$ cat src/rtl/dmem_lane_credit_gate.sv
// dmem_lane_credit_gate: per-lane outstanding-request cap and registered response FIFO toward the data memory
module dmem_lane_credit_gate #(
  parameter int ARCH_LEN = 32,
  parameter int DMEM_DATA_BITS = 32,
  parameter int DMEM_TAG_BITS = 32,
  parameter int NUM_LANES = 1,
  parameter int DEPTH = 4,
  localparam int SZ = $clog2($clog2(DMEM_DATA_BITS/8)+1),
  localparam int MK = DMEM_DATA_BITS/8,
  localparam int CW = $clog2(DEPTH+1)
) (
  input  logic                                clock,
  input  logic                                reset,
  input  logic [NUM_LANES-1:0]                core_req_valid,
  output logic [NUM_LANES-1:0]                core_req_ready,
  input  logic [NUM_LANES-1:0]                core_req_bits_store,
  input  logic [NUM_LANES*DMEM_TAG_BITS-1:0]  core_req_bits_tag,
  input  logic [NUM_LANES*ARCH_LEN-1:0]       core_req_bits_address,
  input  logic [NUM_LANES*SZ-1:0]             core_req_bits_size,
  input  logic [NUM_LANES*DMEM_DATA_BITS-1:0] core_req_bits_data,
  input  logic [NUM_LANES*MK-1:0]             core_req_bits_mask,
  output logic [NUM_LANES-1:0]                mem_req_valid,
  input  logic [NUM_LANES-1:0]                mem_req_ready,
  output logic [NUM_LANES-1:0]                mem_req_bits_store,
  output logic [NUM_LANES*DMEM_TAG_BITS-1:0]  mem_req_bits_tag,
  output logic [NUM_LANES*ARCH_LEN-1:0]       mem_req_bits_address,
  output logic [NUM_LANES*SZ-1:0]             mem_req_bits_size,
  output logic [NUM_LANES*DMEM_DATA_BITS-1:0] mem_req_bits_data,
  output logic [NUM_LANES*MK-1:0]             mem_req_bits_mask,
  input  logic [NUM_LANES-1:0]                mem_resp_valid,
  output logic [NUM_LANES-1:0]                mem_resp_ready,
  input  logic [NUM_LANES*DMEM_TAG_BITS-1:0]  mem_resp_bits_tag,
  input  logic [NUM_LANES*DMEM_DATA_BITS-1:0] mem_resp_bits_data,
  output logic [NUM_LANES-1:0]                core_resp_valid,
  input  logic [NUM_LANES-1:0]                core_resp_ready,
  output logic [NUM_LANES*DMEM_TAG_BITS-1:0]  core_resp_bits_tag,
  output logic [NUM_LANES*DMEM_DATA_BITS-1:0] core_resp_bits_data,
  output logic [NUM_LANES*CW-1:0]             credits_used,
  output logic [NUM_LANES-1:0]                err_orphan_resp
);
  localparam int PW = $clog2(DEPTH);
  localparam int TW = DMEM_TAG_BITS;
  localparam int DW = DMEM_DATA_BITS;

  assign mem_req_bits_store   = core_req_bits_store;
  assign mem_req_bits_tag     = core_req_bits_tag;
  assign mem_req_bits_address = core_req_bits_address;
  assign mem_req_bits_size    = core_req_bits_size;
  assign mem_req_bits_data    = core_req_bits_data;
  assign mem_req_bits_mask    = core_req_bits_mask;

  for (genvar g = 0; g < NUM_LANES; g++) begin : g_lane
    logic [CW-1:0] inflight_q, inflight_d, occ_q, occ_d;
    logic [PW-1:0] head_q, head_d, tail_q, tail_d;
    logic          err_q, err_d;
    logic [TW-1:0] tag_mem [DEPTH];
    logic [DW-1:0] data_mem [DEPTH];
    logic          credit_ok, req_fire, resp_in, resp_legal, resp_out;
    // credit check uses registered state only, so a same-cycle pop never opens a slot
    assign credit_ok  = (inflight_q + occ_q) < CW'(DEPTH);
    assign req_fire   = core_req_valid[g] & credit_ok & mem_req_ready[g];
    assign resp_in    = mem_resp_valid[g] & (occ_q < CW'(DEPTH));
    assign resp_legal = resp_in & (inflight_q != '0);
    assign resp_out   = (occ_q != '0) & core_resp_ready[g];

    assign mem_req_valid[g]   = core_req_valid[g] & credit_ok;
    assign core_req_ready[g]  = mem_req_ready[g] & credit_ok;
    assign mem_resp_ready[g]  = occ_q < CW'(DEPTH);
    assign core_resp_valid[g] = occ_q != '0;
    assign core_resp_bits_tag[g*TW +: TW]  = tag_mem[head_q];
    assign core_resp_bits_data[g*DW +: DW] = data_mem[head_q];
    assign credits_used[g*CW +: CW] = inflight_q + occ_q;
    assign err_orphan_resp[g] = err_q;

    always_comb begin
      inflight_d = inflight_q + CW'(req_fire) - CW'(resp_legal);
      occ_d      = occ_q + CW'(resp_in) - CW'(resp_out);
      head_d     = head_q + PW'(resp_out);
      tail_d     = tail_q + PW'(resp_in);
      err_d      = err_q | (resp_in & ~resp_legal);
    end

    always_ff @(posedge clock or posedge reset) begin
      if (reset) begin
        inflight_q <= '0;
        occ_q      <= '0;
        head_q     <= '0;
        tail_q     <= '0;
        err_q      <= 1'b0;
      end else begin
        inflight_q <= inflight_d;
        occ_q      <= occ_d;
        head_q     <= head_d;
        tail_q     <= tail_d;
        err_q      <= err_d;
      end
    end

    always_ff @(posedge clock) begin
      if (resp_in) begin
        tag_mem[tail_q]  <= mem_resp_bits_tag[g*TW +: TW];
        data_mem[tail_q] <= mem_resp_bits_data[g*DW +: DW];
      end
    end

    // an orphan arriving alongside a fresh request can push past the cap; that case is already flagged
    assert property (@(posedge clock) disable iff (reset)
      err_q || ({1'b0, inflight_q} + {1'b0, occ_q}) <= (CW+1)'(DEPTH));
  end
endmodule

$ cat config.mk
export PLATFORM = sky130hd
export DESIGN_NAME = dmem_lane_credit_gate
export DESIGN_NICKNAME = d
export VERILOG_FILES = /design/src/rtl/dmem_lane_credit_gate.sv
export SDC_FILE = /design/constraint.sdc
export NUM_CORES = 1
export LEC_CHECK = 0
export BUFFER_PORTS_ARGS = -buffer_cell sky130_fd_sc_hd__buf_4
export CAP_MARGIN = 0
export CORE_ASPECT_RATIO = 1.25
export CORE_MARGIN = 2
export CORE_UTILIZATION = 46
export CTS_CLUSTER_DIAMETER = 80
export DETAILED_ROUTE_END_ITERATION = 8
export MAX_ROUTING_LAYER = met4
export PLACE_DENSITY = 0.74
export REMOVE_ABC_BUFFERS = 1
export SYNTH_ARGS = -nofsm -noshare
export SYNTH_HDL_FRONTEND = slang
export SYNTH_SLANG_ARGS = --single-unit
export TNS_END_PERCENT = 100
$ cat constraint.sdc
create_clock -name clock -period 6.1 [get_ports clock]
set_input_delay 0.305 -clock clock [delete_from_list [all_inputs] [get_ports clock]]
set_output_delay 0.305 -clock clock [all_outputs]
set_load 0.03 [all_outputs]
==> metrics, run 1 <==
status=finished clean; final hold viol count=0; Final Max Slew Viols=0; Residual DRC=0; first-pass GRT wire length=around 45 mm; ratio of cells with drive above 1 in the final layout=between 30% and 40%; Cell Area, Synth=0.0107 mm^2; clock root buffer=clkbuf_16; postcts setup bufs=0; measured slew at the worst slew-check pin=just over 1 ns; EDFF count, synth=between 200 and 300; final setup violation count=0; Worst-Skew Late Latency=0.53 ns; filler cell count=1689; initial antenna violation count=2; flops & latches, synth=between 200 and 300; Syn Area/Cell=around 22 um^2; critical path arrival=2.92 ns; GRT Util Overall=28.3%; top post-synthesis cells by count=256 x edfxtp_1, 103 x buf_4, 60 x mux4_2; Comb pwr share=34.5%; DP HPWL=24.8 mm; Post-synth ARST share=4.12%; share of the synthesized area in the top cell type=71.9%; CTS resizes=0; setup ws final=2.87 ns; RSZ-0062 raised after global routing=false; Layout Area Growth over Synthesis=19.4%; Peak VDD IR=0.000658 V; reg2reg setup slack=between 3 and 4 ns; count leader, synth=edfxtp_1; slew margin rel.=between 30 and 40%; DR iter-0 viols=355; leakage=4.48 nW; clock skew=0.0182 ns; Int Pwr=roughly 4.3 mW; Clock power frac=between 20 and 30%; fin crit share=52.9%; achievable clock frequency=between 300 and 400 MHz; WP data required=5.79 ns; Setup crit start kind=register; Core ar.=0.0229 mm^2; Setup CP Type=register to output port; predominant post-synthesis flop cell=edfxtp_1; RePlAce Congestion=0.847; pre-CTS WS=3.34 ns; detailed-route via count=5146; vias in the first global route=approximately 5400; largest net degree at the start of global routing=66; Initial DRT Pass Iterations=4; post-synthesis cell count=488; Row Count=62; leading area contributor after synthesis=edfxtp_1; worst-path fanout max=36; type of the most critical hold path=input pin to register; crit path capture type=output port; nets=796; Die Wd=between 100 and 150 um; clock transition at the registers of the reported paths=0.06 ns; clk buf depth=3; Finished Layout Cells=slightly above 900; Core Util, Final=55.8%; initial core utilization=46.7%; Pwr Density=501 mW/mm^2; number of I/O port buffers=around 140; chip height=175 um; Max-cap violations=0; Unique masters post-synth=23; Synth warnings=0; Wirelength per Cell=36.5 um; Sequential Power Share=approximately two fifths; placed instance count=~800; total CTS buffers=27; Routed WL=33.7 mm; top post-synthesis cells by area=edfxtp_1 72%, mux4_2 13%, buf_4 7.2%, dfrtp_1 2.6%, buf_12 1.1%; Fin Setup TNS=0 ns; H-tree levels=1; vias per cell=5.58; die footprint=0.0245 mm^2; sequential-to-total area share from yosys stat=74.4%; I/O pin count=between 300 and 400; clk sinks=267; CTS Hold Buffers Added=65; Tmin final=3.23 ns; DRT antenna net count=0; switching pwr=2.14 mW; grt total ovfl=0; fraction of power spent switching nets=33.4%; CTS tree=built
-- layout make-up --
| cell class | count | area (um^2) | share of cell area [%] |
|---|---|---|---|
| sequential | 267 | 7970 | 62.4 |
| clock inverter | 8 | 116 | 0.911 |
| multi-input combinational | 94 | 1780 | 13.9 |
| clock buffer | 41 | 748 | 5.86 |
| timing repair buffer | 213 | 1760 | 13.8 |
| tap | 288 | 360 | 2.82 |
| inverter | 10 | 37.5 | 0.294 |
| antenna | 2 | 5.00 | 0.0392 |
-- sequential cells by signal, summed over array words and instances (netlist names) --
signal,flops
err_orphan_resp,1
g_lane.data_mem,128
g_lane.head_q,2
g_lane.inflight_q,3
g_lane.occ_q,3
g_lane.tag_mem,128
g_lane.tail_q,2
-- stage by stage --
step / total power [mW] / hold slack, ns / area [um^2]
floorplan: 4.03 / 0.157 / 9760
finish: 6.40 / 0.156 / 12800
global route: 6.63 / 0.173 / 12800
detailed placement: 4.81 / 0.337 / 11300
CTS: 6.46 / 0.148 / 12800
global placement: 4.75 / 0.321 / 11300
-- worst max-delay path, cell delays in order (launching register included) --
cell     delay, ns
dfrtp_4       0.90
buf_4         0.61
mux4_1        0.64
buf_4         0.19
-- power by group through the flow --
stage                     logic, mW  registers (mW)  clock network [mW]
after floorplan                1.44            2.59                   0
after global placement         2.15            2.60                   0
after detailed placement       2.19            2.62                   0
after CTS                      2.23            2.58                1.65
after global routing           2.30            2.61                1.71
final                          2.21            2.57                1.62
-- cell usage in the layout, fill, tap and decap left out, drive strengths merged --
cell / instances
mux4: 64
nand3: 1
dlygate4sd3: 65
nor3: 2
nor2: 1
inv: 11
nor3b: 2
buf: 148
ha: 7
diode: 2
nand2b: 1
bufinv: 3
clkinv: 4
xor2: 2
xnor2: 4
and3: 1
or3: 1
and2: 3
edfxtp: 256
a21o: 1
clkbuf: 41
xnor3: 1
dfrtp: 11
fa: 3
-- logic make-up (layout without fill, tap and decap cells) --
family | Yosys count | after routing | synth area share [%]
buffers and inverters | 127 | 272 | 9.13
AO/OA/AOI/OAI | 1 | 1 | 0.0702
other | 0 | 2 | 0
XOR/XNOR | 7 | 7 | 0.702
flip-flops | 267 | 267 | 74.4
multiplexers | 64 | 64 | 13.6
adder cells (fa/ha/maj) | 10 | 10 | 1.38
AND/OR/NAND/NOR | 12 | 12 | 0.667
-- worst paths after layout --
check                                   startpoint                      end  depth (start not counted)
hold / removal                     core_resp_ready      g_lane[0].head_q[0]                          3
min in group asynchronous                    reset  g_lane[0].inflight_q[2]                          3
max in group asynchronous                    reset      g_lane[0].head_q[0]                          3
setup / recovery               g_lane[0].head_q[0]   core_resp_bits_tag[30]                          3
setup reg to reg           g_lane[0].inflight_q[0]  g_lane[0].inflight_q[2]                         10
hold reg to reg                    err_orphan_resp          err_orphan_resp                          1
-- per-layer routing --
layer	global-route usage, %	share of wire (%)	up-vias
li1	-	-	2087
met5	-	0	-
met3	28.0	23	54
met2	44.0	47	425
met1	23.3	27	2580
met4	7.15	2.9	0
(Power assumes the default switching activity.)
==> inputs of run 2 (changes only) <==
--- a/config.mk
+++ b/config.mk
@@ -9,11 +9,11 @@
 export CAP_MARGIN = 0
 export CORE_ASPECT_RATIO = 1.25
 export CORE_MARGIN = 2
-export CORE_UTILIZATION = 46
+export CORE_UTILIZATION = 50
 export CTS_CLUSTER_DIAMETER = 80
 export DETAILED_ROUTE_END_ITERATION = 8
 export MAX_ROUTING_LAYER = met4
-export PLACE_DENSITY = 0.74
+export PLACE_DENSITY = 0.77
 export REMOVE_ABC_BUFFERS = 1
 export SYNTH_ARGS = -nofsm -noshare
 export SYNTH_HDL_FRONTEND = slang
==> constraint.sdc (replaced) <==
create_clock -name clock -period 3.35 [get_ports clock]
set_input_delay 0.1675 -clock clock [delete_from_list [all_inputs] [get_ports clock]]
set_output_delay 0.1675 -clock clock [all_outputs]
set_load 0.03 [all_outputs]
==> metrics, run 2 (synthesis gave the netlist of run 1 again) <==
status=finished clean; fin crit share=82.6%; final setup violation count=0; WP data required=3.78 ns; CTS resizes=0; Final Max Slew Viols=0; Core Util, Final=between 60% and 70%; Layout Area Growth over Synthesis=19.8%; achievable clock frequency=around 360 MHz; type of the most critical hold path=input pin to register; clock transition at the registers of the reported paths=around 0.06 ns; Worst-Skew Late Latency=0.52 ns; worst-path fanout max=4; Row Count=about 60; crit-path cells=ha_1 -> fa_1 -> xnor3_1 -> nand3_1 -> ha_1 -> inv_1 -> ha_1 -> fa_1 -> xnor2_1 -> xnor2_1; vias in the first global route=between 5000 and 6000; Setup CP Type=register to register; Wirelength per Cell=38.0 um; RePlAce Congestion=0.885; die footprint=0.0226 mm^2; H-tree levels=1; postcts setup bufs=0; placed instance count=794; vias per cell=5.67; DRT antenna net count=0; DP HPWL=25.8 mm; Pwr Density=925 mW/mm^2; Initial DRT Pass Iterations=4; slew margin rel.=between 30% and 40%; Crit-path slowest cell=dfrtp_1; critical path arrival=3.20 ns; Finished Layout Cells=906; critical path's top delay family=adder cells; final hold viol count=0; initial antenna violation count=2; Max-cap violations=0; Routed WL=34.5 mm; Max stage delay on crit path=0.40 ns; clk buf depth=3; fraction of power spent switching nets=33.1%; biggest regs=g_lane.data_mem (128), g_lane.tag_mem (128); DR iter-0 viols=335; Sequential Power Share=39.1%; nets=795; Critical path buffers and inverters=1; most common cell after layout, fill and taps aside=edfxtp_1; Peak VDD IR=0.00103 V; first-pass GRT wire length=46.3 mm; Tmin final=2.77 ns; measured slew at the worst slew-check pin=just over 1 ns; Clock power frac=26.0%; Reg area=approximately 0.0080 mm^2; clock root buffer=clkbuf_16; I/O pin count=348; Setup crit start kind=register; Die Wd=135 um; grt total ovfl=0; leakage=4.51 nW; largest net degree at the start of global routing=66; chip height=168 um; clk sinks=267; initial core utilization=51.2%; crit path capture type=register; area of the multi-input gates=0.00178 mm^2; most frequent cells in the layout=256 x edfxtp_1, 148 x buf_4, 65 x dlygate4sd3_1, 60 x mux4_2, 25 x clkbuf_16; clock skew=0.0127 ns; final hold slack=0.0285 ns; Int Pwr=7.92 mW; Residual DRC=0; Core ar.=~0.021 mm^2; most used cell, CP=ha_1; number of I/O port buffers=141; ratio of cells with drive above 1 in the final layout=40.3%; total CTS buffers=25; GRT Util Overall=around a third; CTS tree=built; Comb pwr share=34.9%; RSZ-0062 raised after global routing=false; switching pwr=3.93 mW; filler cell count=between 1000 and 1500; detailed-route via count=5135
run 2: layout make-up:
| cell class | count | share of cell area, % |
|---|---|---|
| Antenna cell | 2 | 0.0391 |
| Multi-Input combinational cell | 94 | 13.9 |
| Clock buffer | 25 | 4.88 |
| Clock inverter | 20 | 2.11 |
| Sequential cell | 267 | 62.2 |
| Inverter | 10 | 0.293 |
| Timing Repair Buffer | 214 | 13.9 |
| Tap cell | 274 | 2.68 |
run 2: layer usage:
| metal | share of wire [%] | wire length, um | vias to the layer above | track usage [%] |
|---|---|---|---|---|
| li1 | - | - | 2092 | - |
| met1 | 26 | 8850 | 2573 | 25.8 |
| met2 | 48 | 16700 | 423 | 49.4 |
| met3 | 23 | 7900 | 47 | 31.3 |
| met4 | 3.0 | 1040 | 0 | 8.70 |
| met5 | 0 | 0 | - | - |
run 2: path summary, 6_finish.rpt:
path,startpoint,depth (start not counted),end,slack [ns]
worst max-delay path,g_lane[0].inflight_q[0],10,g_lane[0].inflight_q[2],0.58
worst min-delay path,core_resp_ready,3,g_lane[0].head_q[0],0.03
worst max register to register,g_lane[0].inflight_q[0],10,g_lane[0].inflight_q[2],0.58
worst min register to register,err_orphan_resp,1,err_orphan_resp,0.47
max in group asynchronous,reset,3,g_lane[0].head_q[0],2.78
min in group asynchronous,reset,3,g_lane[0].inflight_q[0],0.22
run 2: through the flow:
step	TNS (ns)	setup WS [ns]	power, mW	cell area (um^2)
after floorplan	-472.94	-2.56	7.34	9760
after global placement	0	0.812	8.67	11300
after detailed placement	0	0.602	8.81	11300
after CTS	0	0.592	11.9	12800
after global routing	0	0.447	12.3	12800
final	0	0.582	11.8	12800
run 2: power by group through the flow:
| stage | registers [mW] | logic, mW | clock network [mW] |
|---|---|---|---|
| after global placement | 4.66 | 4.01 | 0 |
| final | 4.63 | 4.14 | 3.08 |
| after global routing | 4.70 | 4.32 | 3.24 |
| after floorplan | 4.72 | 2.62 | 0 |
| after detailed placement | 4.72 | 4.09 | 0 |
| after CTS | 4.65 | 4.17 | 3.11 |
run 2: tightest hold or removal path: stages:
cell and delay, ns:
buf_4 0.07, and2_1 0.13, ha_1 0.13
run 2: what timing repair did:
item | CTS | global route
hold buffers | 65 | 0
endpoints found under the setup margin | 0 | 0
endpoints found under the hold margin | 267 | 0
==> inputs of run 3 (changes only) <==
==> constraint.sdc (replaced) <==
create_clock -name clock -period 2.75 [get_ports clock]
set_input_delay 0.1375 -clock clock [delete_from_list [all_inputs] [get_ports clock]]
set_output_delay 0.1375 -clock clock [all_outputs]
set_load 0.03 [all_outputs]
==> metrics, run 3 (synthesis gave the netlist of run 1 again) <==
Final Cell Area=about 0.013 mm^2; crit path capture type=register; initial antenna violation count=2; final hold viol count=0; filler cell count=1456; slew margin rel.=58.9%; clock skew=~0.0085 ns; Setup crit start kind=register; vias per cell=5.68; most frequent cells in the layout=256 x edfxtp_1, 152 x buf_4, 66 x dlygate4sd3_1, 60 x mux4_2, 25 x clkbuf_16; number of I/O port buffers=roughly 140; die footprint=0.0226 mm^2; Initial DRT Pass Iterations=6; total CTS buffers=25; ratio of cells with drive above 1 in the final layout=40.0%; fin crit share=96.3%; clock transition at the registers of the reported paths=0.06 ns; leakage=4.47 nW; grt total ovfl=0; I/O pin count=around 350; Residual DRC=0; DR iter-0 viols=between 200 and 300; vias in the first global route=5402; RSZ-0062 raised after global routing=false; status=finished clean; Setup CP Type=register to register; CTS tree=built; area of the multi-input gates=0.00178 mm^2; Row Count=59; DP HPWL=25.9 mm; biggest regs=g_lane.data_mem (128), g_lane.tag_mem (128); WP data required=3.18 ns; Tmin final=around 2.6 ns; clock root buffer=clkbuf_16; initial core utilization=51.2%; largest net degree at the start of global routing=40; nets=802; Wirelength per Cell=37.2 um; most common cell after layout, fill and taps aside=edfxtp_1; Die Wd=135 um; Peak VDD IR=roughly 0.0013 V; final setup violation count=0; Cell Area, Placed=0.0113 mm^2; Max-cap violations=0; H-tree levels=1; Worst-Skew Late Latency=0.51 ns; detailed-route via count=5177; measured slew at the worst slew-check pin=0.616 ns; critical path arrival=roughly 3.1 ns; clk buf depth=3; final total power=around 14 mW; GRT Util Overall=31.0%; Core Util, Final=61.0%; Core ar.=about 0.021 mm^2; clk sinks=267; achievable clock frequency=approximately 380 MHz; Final Max Slew Viols=0; type of the most critical hold path=input pin to asynchronous set/reset pin; DRT antenna net count=0; first-pass GRT wire length=between 40 and 50 mm; chip height=roughly 170 um; Pwr Density=approximately 1100 mW/mm^2; RePlAce Congestion=0.889; Routed WL=roughly 34 mm; worst-path fanout max=4; Layout Area Growth over Synthesis=19.2%; Reg area=0.00797 mm^2
-- run 3: layout make-up --
type	count	share of cell area [%]
Timing Repair Buffer	221	14.6
Sequential cell	267	62.5
Antenna cell	2	0.0392
Inverter	10	0.294
Clock inverter	13	0.854
Clock buffer	30	5.05
Tap cell	274	2.69
Multi-Input combinational cell	94	14.0
-- run 3: final timing paths --
kind | start | end | slack, ns | cells after the start
min in group clock | mem_resp_valid | err_orphan_resp | 0.22 | 4
max in group asynchronous | reset | g_lane[0].head_q[0] | 2.23 | 3
worst max-delay path | g_lane[0].inflight_q[0] | g_lane[0].inflight_q[2] | 0.10 | 10
worst min-delay path | reset | g_lane[0].head_q[1] | 0.18 | 3
worst max register to register | g_lane[0].inflight_q[0] | g_lane[0].inflight_q[2] | 0.10 | 10
worst min register to register | err_orphan_resp | err_orphan_resp | 0.48 | 1
-- run 3: repair_timing --
item,4_1_cts,5_1_grt
buffers inserted,0,2
hold buffers,66,0
endpoints found under the setup margin,0,1
hold endpoints to repair,268,0
resized for setup,0,2
-- run 3: per-layer routing --
metal	track usage [%]	part of all wire, %
met5	-	0
met1	25.8	26
met2	45.1	45
met3	30.7	23
met4	13.5	5.4
-- run 3: stage by stage --
stage	setup WS, ns	setup TNS, ns	hold slack, ns	cells
after floorplan	-3.16	-625.42	-0.0101	371
after global placement	0.215	0	0.154	798
after detailed placement	0.0763	0	0.161	798
after CTS	0.0871	0	0.167	907
after global routing	0.0240	0	0.206	911
final	0.101	0	0.181	911
-- run 3: critical path: stages (launching register included) --
cell	delay [ns]
dfrtp_1	0.41
ha_1	0.22
fa_1	0.37
xnor3_2	0.27
nand3_1	0.09
ha_1	0.28
inv_1	0.04
ha_1	0.20
fa_2	0.36
xnor2_1	0.19
xnor2_1	0.14
-- run 3: power by group --
group / internal, mW / switching (mW)
Clock: 1.84 / 1.36
Sequential: 5.15 / 0.404
Combinational: 2.30 / 2.95
Total: 9.29 / 4.72
